**src/rtl/stream_decrypt_rx.sv**
```systemverilog
// ---------------------------------------------------------------------------
// stream_decrypt_rx
//   Receive side of the LFSR stream cipher. Each frame on the input stream
//   starts with a clear-text seed byte, followed by ciphertext payload bytes.
//   The payload is XORed with the 8-bit LFSR keystream and forwarded through a
//   registered valid/ready output stage. Framing problems are reported as
//   one-cycle pulses.
//
// Ports
//   clk, rst_n      clock (rising edge), asynchronous active-low reset
//   in_valid/ready  ciphertext handshake; in_data seed or payload, in_last EOF
//   out_valid/ready plaintext handshake; out_data, out_last EOF
//   busy            high while in PAYLOAD or DISCARD
//   frame_done      pulse: frame ended normally
//   err_zero_seed   pulse: seed byte was 0x00 (SEED substituted)
//   err_empty       pulse: seed byte carried in_last
//   err_overlen     pulse: MAX_LEN payload bytes without in_last
//   byte_cnt        payload bytes accepted in current / last frame
// ---------------------------------------------------------------------------
module stream_decrypt_rx #(
    parameter logic [7:0]  SEED    = 8'hCD,
    parameter int unsigned MAX_LEN = 1024,
    parameter int unsigned CNT_W   = 16
) (
    input  logic             clk,
    input  logic             rst_n,
    input  logic             in_valid,
    output logic             in_ready,
    input  logic [7:0]       in_data,
    input  logic             in_last,
    output logic             out_valid,
    input  logic             out_ready,
    output logic [7:0]       out_data,
    output logic             out_last,
    output logic             busy,
    output logic             frame_done,
    output logic             err_zero_seed,
    output logic             err_empty,
    output logic             err_overlen,
    output logic [CNT_W-1:0] byte_cnt
);

    typedef enum logic [1:0] {
        IDLE,
        PAYLOAD,
        DISCARD
    } state_t;

    localparam logic [CNT_W-1:0] MAX_CNT = CNT_W'(MAX_LEN);

    state_t           state;
    state_t           state_nxt;
    logic [7:0]       lfsr;
    logic [7:0]       seed_eff;
    logic [CNT_W-1:0] cnt_inc;
    logic             hit_max;
    logic             accept;

    function automatic logic [7:0] lfsr_step(input logic [7:0] s);
        return {s[6:0], s[7] ^ s[5] ^ s[4] ^ s[3]};
    endfunction

    assign accept   = in_valid & in_ready;
    assign seed_eff = (in_data == 8'h00) ? SEED : in_data;
    assign cnt_inc  = byte_cnt + CNT_W'(1);
    assign hit_max  = (cnt_inc == MAX_CNT);

    // State register
    always_ff @(posedge clk or negedge rst_n) begin
        if (!rst_n) state <= IDLE;
        else        state <= state_nxt;
    end

    // Next-state logic
    always_comb begin
        state_nxt = state;
        case (state)
            IDLE: begin
                if (accept && !in_last) state_nxt = PAYLOAD;
            end
            PAYLOAD: begin
                if (accept) begin
                    if (in_last)      state_nxt = IDLE;
                    else if (hit_max) state_nxt = DISCARD;
                end
            end
            DISCARD: begin
                if (accept && in_last) state_nxt = IDLE;
            end
            default: state_nxt = IDLE;
        endcase
    end

    // State-decoded outputs. Only payload bytes need the output register,
    // so seed and discarded bytes are always accepted.
    always_comb begin
        in_ready = 1'b1;
        busy     = 1'b0;
        case (state)
            PAYLOAD: begin
                in_ready = !out_valid || out_ready;
                busy     = 1'b1;
            end
            DISCARD: busy = 1'b1;
            default: ;
        endcase
    end

    // Datapath: keystream, output register, byte counter, status pulses
    always_ff @(posedge clk or negedge rst_n) begin
        if (!rst_n) begin
            lfsr          <= SEED;
            out_valid     <= 1'b0;
            out_data      <= '0;
            out_last      <= 1'b0;
            byte_cnt      <= '0;
            frame_done    <= 1'b0;
            err_zero_seed <= 1'b0;
            err_empty     <= 1'b0;
            err_overlen   <= 1'b0;
        end else begin
            frame_done    <= 1'b0;
            err_zero_seed <= 1'b0;
            err_empty     <= 1'b0;
            err_overlen   <= 1'b0;

            // Drain first; a payload accept below reloads in the same cycle.
            if (out_valid && out_ready) out_valid <= 1'b0;

            case (state)
                IDLE: begin
                    if (accept) begin
                        err_zero_seed <= (in_data == 8'h00);
                        if (in_last) begin
                            err_empty <= 1'b1;
                        end else begin
                            // Encryptor steps before its first XOR.
                            lfsr     <= lfsr_step(seed_eff);
                            byte_cnt <= '0;
                        end
                    end
                end
                PAYLOAD: begin
                    if (accept) begin
                        out_data    <= in_data ^ lfsr;
                        out_valid   <= 1'b1;
                        out_last    <= in_last | hit_max;
                        lfsr        <= lfsr_step(lfsr);
                        byte_cnt    <= cnt_inc;
                        frame_done  <= in_last;
                        err_overlen <= !in_last && hit_max;
                    end
                end
                default: ;
            endcase
        end
    end

endmodule

```
**config.mk**
```make
export PLATFORM = sky130hd
export DESIGN_NAME = stream_decrypt_rx
export DESIGN_NICKNAME = d
export VERILOG_FILES = /design/src/rtl/stream_decrypt_rx.sv
export SDC_FILE = /design/constraint.sdc
export NUM_CORES = 1
export LEC_CHECK = 0
export ABC_AREA = 1
export CAP_MARGIN = 5
export CORE_MARGIN = 3
export CORE_UTILIZATION = 54
export CTS_BUF_LIST = sky130_fd_sc_hd__clkbuf_4 sky130_fd_sc_hd__clkbuf_8
export CTS_CLUSTER_DIAMETER = 40
export DETAILED_ROUTE_END_ITERATION = 12
export PLACE_DENSITY = 0.83
export SLEW_MARGIN = 30
export SYNTH_ARGS = -nofsm -noshare
export SYNTH_HDL_FRONTEND = slang
export SYNTH_SLANG_ARGS = --single-unit
```
**constraint.sdc**
```tcl
create_clock -name clk -period 2.2 [get_ports clk]
set_input_delay 0.33 -clock clk [delete_from_list [all_inputs] [get_ports clk]]
set_output_delay 0.33 -clock clk [all_outputs]
set_load 0.01 [all_outputs]
```
# Word level (Yosys, flattened, before mapping)
# Index checks and enable logic that the tools add are counted.
[word_totals] reg_bits=40
[op_classes] add_sub_neg=1 n_eq_ne=9 n_mux=29 bitwise=9 reduce_logical=14
[op_table] op="16-bit 2-to-1 mux" count=3
[op_table] op="8-bit 2-to-1 mux" count=4
[op_table] op="16-bit case mux with 2 select lines" count=1
[op_table] op="16-bit by 1-bit adder with 16-bit output, second input constant" count=1
[op_table] op="16-bit by 11-bit == test with 1-bit output, second input constant" count=1
[op_table] op="8-bit case mux with 2 select lines" count=1
[op_table] op="1-bit 2-to-1 mux" count=14
[op_table] op="2-bit 2-to-1 mux" count=5
[op_table] op="2-bit != test, second input constant" count=5
[op_table] op="8-bit zero test" count=1
[op_table] op="4-bit AND reduction" count=2
[op_table] op="8-bit bitwise XOR" count=1
[op_table] op="2-bit case mux with 3 select lines" count=1
[op_table] op="1-bit bitwise XOR" count=6
[op_table] op="1-bit logical AND" count=4
[op_table] op="3-bit != test, second input constant" count=1
[op_table] op="2-bit by 1-bit == test with 1-bit output, second input constant" count=1
[op_table] op="2-bit == test, second input constant" count=1
[op_table] op="1-bit zero test" count=2
[op_table] op="2-bit zero test" count=1
[op_table] op="2-bit AND reduction" count=1
[op_table] op="2-bit nonzero test" count=1
[op_table] op="2-bit OR reduction" count=1
[op_table] op="1-bit AND" count=1
[op_table] op="2 further kinds" count=2

# Longest topological paths before layout
[logic_depth] ltp_word=8 depth_mapped=14 mapped_depth_nobuf=14

# Worst setup path before layout
# Ideal clock, no wire load.
[synth_timing] path_type="register to register" from="register byte_cnt[1]" to="register state[0]" setup_time_ns=0.117 t_arrival_ns=1.645 path_slack_ns=0.438 stages_incl_launch_ff=15 period_less_slack_ns=1.762 cell_sequence="dfrtp_1 > ha_1 > nand2_1 > nor2_4 > nand2_1 > nand2_1 > nand2_1 > nor2_1 > nand3_1 > nor2_1 > nand2_1 > nand3_2 > nand3_2 > nand2_1 > nand2_1"
[synth_between] elab_chain_len=4
[synth_lines] item="from (decl)" line="40" rtl="output logic [CNT_W-1:0] byte_cnt"
[synth_lines] item="from (signal assigned)" line="149" rtl="byte_cnt <= cnt_inc;"
[synth_lines] item="16-bit by 1-bit adder with 16-bit output" line="65" rtl="assign cnt_inc = byte_cnt + CNT_W'(1);"
[synth_lines] item="16-bit by 11-bit == test with 1-bit output" line="66" rtl="assign hit_max = (cnt_inc == MAX_CNT);"
[synth_lines] item="3-bit != test (no source line)"
[synth_lines] item="4-bit AND reduction (no source line)"
[synth_lines] item="to (signal assigned)" line="71" rtl="else state <= state_nxt;"
[synth_lines] item="to (decl)" line="51" rtl="state_t state;"
# Every way passes these cells.
# A chain may end at the register's enable or synchronous reset.

# Worst setup path in the final report
[layout_timing] from="register state[1]" to="register byte_cnt[7]"
[layout_between] elab_chain_len=5 word_cells_on_any_way=10 cone_classes="4 x eq/ne; 2 x mux; 1 x bitwise; 3 x reduce/logical"
[layout_lines] item="2-bit by 1-bit == test with 1-bit output" line="99, 130"
[layout_lines] item="1-bit 2-to-1 mux" line="99" rtl="case (state)"
[layout_lines] item="1-bit AND" line="63" rtl="assign accept = in_valid & in_ready;"
[layout_lines] item="2-bit != test (no source line)"
[layout_lines] item="4-bit AND reduction (no source line)"
# Parallel ways exist; a longest one is shown, timed or not.

==> metrics <==
outcome=completed; Initial Util=56.7%; Critical Path Fanout Max=9; via count=2102; Layout area overhead=27.5%; CP Capture Type=register; total routed wirelength=5.30 mm; nets=360; Max-cap violations=0; Leak=0.00129 uW; final setup TNS=0 ns; unrepaired setup endpoints after global routing=no; Post-synth top flop=dfrtp_1; Max clock buf depth=2; sw power=1180 uW; drt pass-1 iters=4; Post-CTS Setup Bufs=0; Post-synth ARST share=100%; Net Count, Synth=308; Clock power frac=19.4%; power per cell area=1060 nW/um2; Seq/Total Area, Yosys=43.8%; top cells by area, synth=dfrtp_1 (38%), nand2_1 (12%), dfstp_2 (5.7%); initial antenna violation count=0; Die Footprint=5080 um2; worst min path class=in2async; syn_area_per_cell=7.94 um2; layout cells sized above 1=12.0%; Combinational Power Share=43.6%; most numerous cell in the Yosys netlist=nand2_1; fill cell count=326; number of synthesized flops with an enable pin=0; antenna-violating nets left=0; Clock Skews=0.00719 ns; clock slew at reported path FFs=0.08 ns; die height=71.3 um; Antenna diodes=0; IO Port Bufs=44; H-tree levels=2; worst endpoint required time=2.41 ns; I/O pins=45; sequential power share=36.9%; GPL Wtd Cong=0.875; row cnt=23; Yosys warning count=0; relative slew slack=41.0%; largest net degree at the start of global routing=41; Mapped Cells=290; chip width=71.3 um; Int Power=1940 uW; f_max=0.510 GHz; Yosys reg bits=40; wire length per cell=13.5 um; Final Critical Period=1.96 ns; Setup crit start=state[1]$_DFFE_PN0P_; synthesized area=2300 um2; global route overflow=0; Clock Latency Late Sink=0.29 ns; CTS buffer count=5; count of final hold-check violations=0; Final Util=72.3%; gr usage total=22.2%; number of DRC markers in iteration 0=207; Synth top area share=38.0%; CTS tree=done; max-slew violation count=0; CP startpoint kind=register; clk sinks=40; fin crit share=89.1%; peak supply drop=0.000824 V; setup violators final=0; vias per inst=5.35; Commonest cells post-synth=nand2_1 (73), dfrtp_1 (35), inv_1 (31); smallest hold slack=0.148 ns; Crit Path Category=reg2reg; total core area=4060 um2; Slew @ Worst Pin=0.885 ns; Net Sw Frac=37.8%; Synth cell types=34; crit path DAT=2.17 ns; leading area contributor after synthesis=dfrtp_1; # DRC=0; RR Startpoint=state[1]$_DFFE_PN0P_; Post-DP HPWL=3.87 mm; root buf cell=clkbuf_8; first-pass GRT wire length=9.03 mm; vias in the first global route=1974
[power groups by stage]
stage	sequential (uW)	combinational (uW)	clock (uW)
floorplan	1180	778	0
global placement	1150	1310	0
detailed placement	1160	1340	0
CTS	1150	1360	608
global route	1180	1530	631
finish	1150	1360	605
[stage by stage]
step	cell area (um2)	instances	worst slack, ns	power, uW
after detailed placement	2820	385	0.107	2500
after CTS	2930	393	0.236	3120
after global placement	2820	385	0.206	2460
final	2940	393	0.240	3120
after global routing	2940	393	0.0150	3340
after floorplan	2300	290	0.438	1960
[flip-flops by register name, indices dropped and copies added, names as in the netlist]
| signal | count |
|---|---|
| err_empty | 1 |
| err_overlen | 1 |
| err_zero_seed | 1 |
| out_valid | 1 |
| out_data | 8 |
| frame_done | 1 |
| lfsr | 8 |
| state | 2 |
| byte_cnt | 16 |
| out_last | 1 |
[per-layer routing]
layer  part of all wire, %  up-vias  global-route usage [%]
met5                     0        -                       0
met1                    46      981                    30.8
met3                   6.0        7                    4.77
met2                    47       64                    35.5
met4                   1.0        0                    6.05
li1                      -     1050                       -
[worst paths after layout]
| kind | endpoint | slack [ns] | cells past startpoint |
|---|---|---|---|
| max | byte_cnt[7]$_DFFE_PN0P_ | 0.24 | 10 |
| min | byte_cnt[13]$_DFFE_PN0P_ | 0.15 | 1 |
| max reg2reg | byte_cnt[7]$_DFFE_PN0P_ | 0.24 | 10 |
| min reg2reg | out_data[6]$_DFFE_PN0P_ | 0.50 | 2 |
| max in group asynchronous | byte_cnt[0]$_DFFE_PN0P_ | 1.43 | 1 |
| min in group clk | out_data[6]$_DFFE_PN0P_ | 0.50 | 2 |
[placed cells by master, fill, tap and decap left out, types with 2 or more instances in the layout]
| master | count |
|---|---|
| nor2_1 | 29 |
| nand4_1 | 11 |
| a21oi_1 | 3 |
| a22o_1 | 2 |
| clkdlybuf4s50_1 | 43 |
| ha_1 | 5 |
| xor2_1 | 7 |
| dfrtp_1 | 34 |
| buf_4 | 6 |
| dfstp_2 | 5 |
| nand3_2 | 2 |
| nand3_1 | 12 |
| xnor2_1 | 9 |
| inv_2 | 3 |
| nand2_2 | 2 |
| o21ai_0 | 24 |
| o22ai_1 | 8 |
| nand2_1 | 73 |
| clkbuf_8 | 5 |
| nor2_4 | 4 |
| or2_2 | 2 |
| a31oi_1 | 3 |
| nor2_2 | 4 |
| inv_1 | 31 |
[cell families (layout without fill, tap and decap cells)]
| family | after synthesis | after routing | share of synthesized area (%) |
|---|---|---|---|
| AO/OA/AOI/OAI | 45 | 45 | 11.4 |
| XOR/XNOR | 16 | 16 | 6.09 |
| adder cells (fa/ha/maj) | 5 | 5 | 2.72 |
| buffers and inverters | 40 | 93 | 6.68 |
| flip-flops | 40 | 40 | 43.8 |
| AND/OR/NAND/NOR | 144 | 144 | 29.4 |
[timing repair]
item	4_1_cts	5_1_grt
gates resized for setup	0	1
hold endpoints to repair	0	0
endpoints found under the setup margin	0	2
hold buffers	0	0
[worst max-delay path: stages (launching register included)]
cell	delay, ns
dfrtp_1	0.38
inv_1	0.07
ha_1	0.19
nand2_1	0.09
nand2_1	0.12
inv_2	0.08
nand2_1	0.08
buf_4	0.18
nor2_8	0.13
clkinv_1	0.28
o21ai_0	0.27
[cell type report]
cell class	count	area (um2)	share of cell area [%]
timing repair buffer	50	480	16.4
multi-input combinational	210	1140	38.9
clock buffer	5	68.8	2.34
clock inverter	3	42.5	1.45
sequential	40	1010	34.4
tap	50	62.6	2.13
inverter	35	131	4.48
Note: power is estimated with default switching activity, not from simulation.
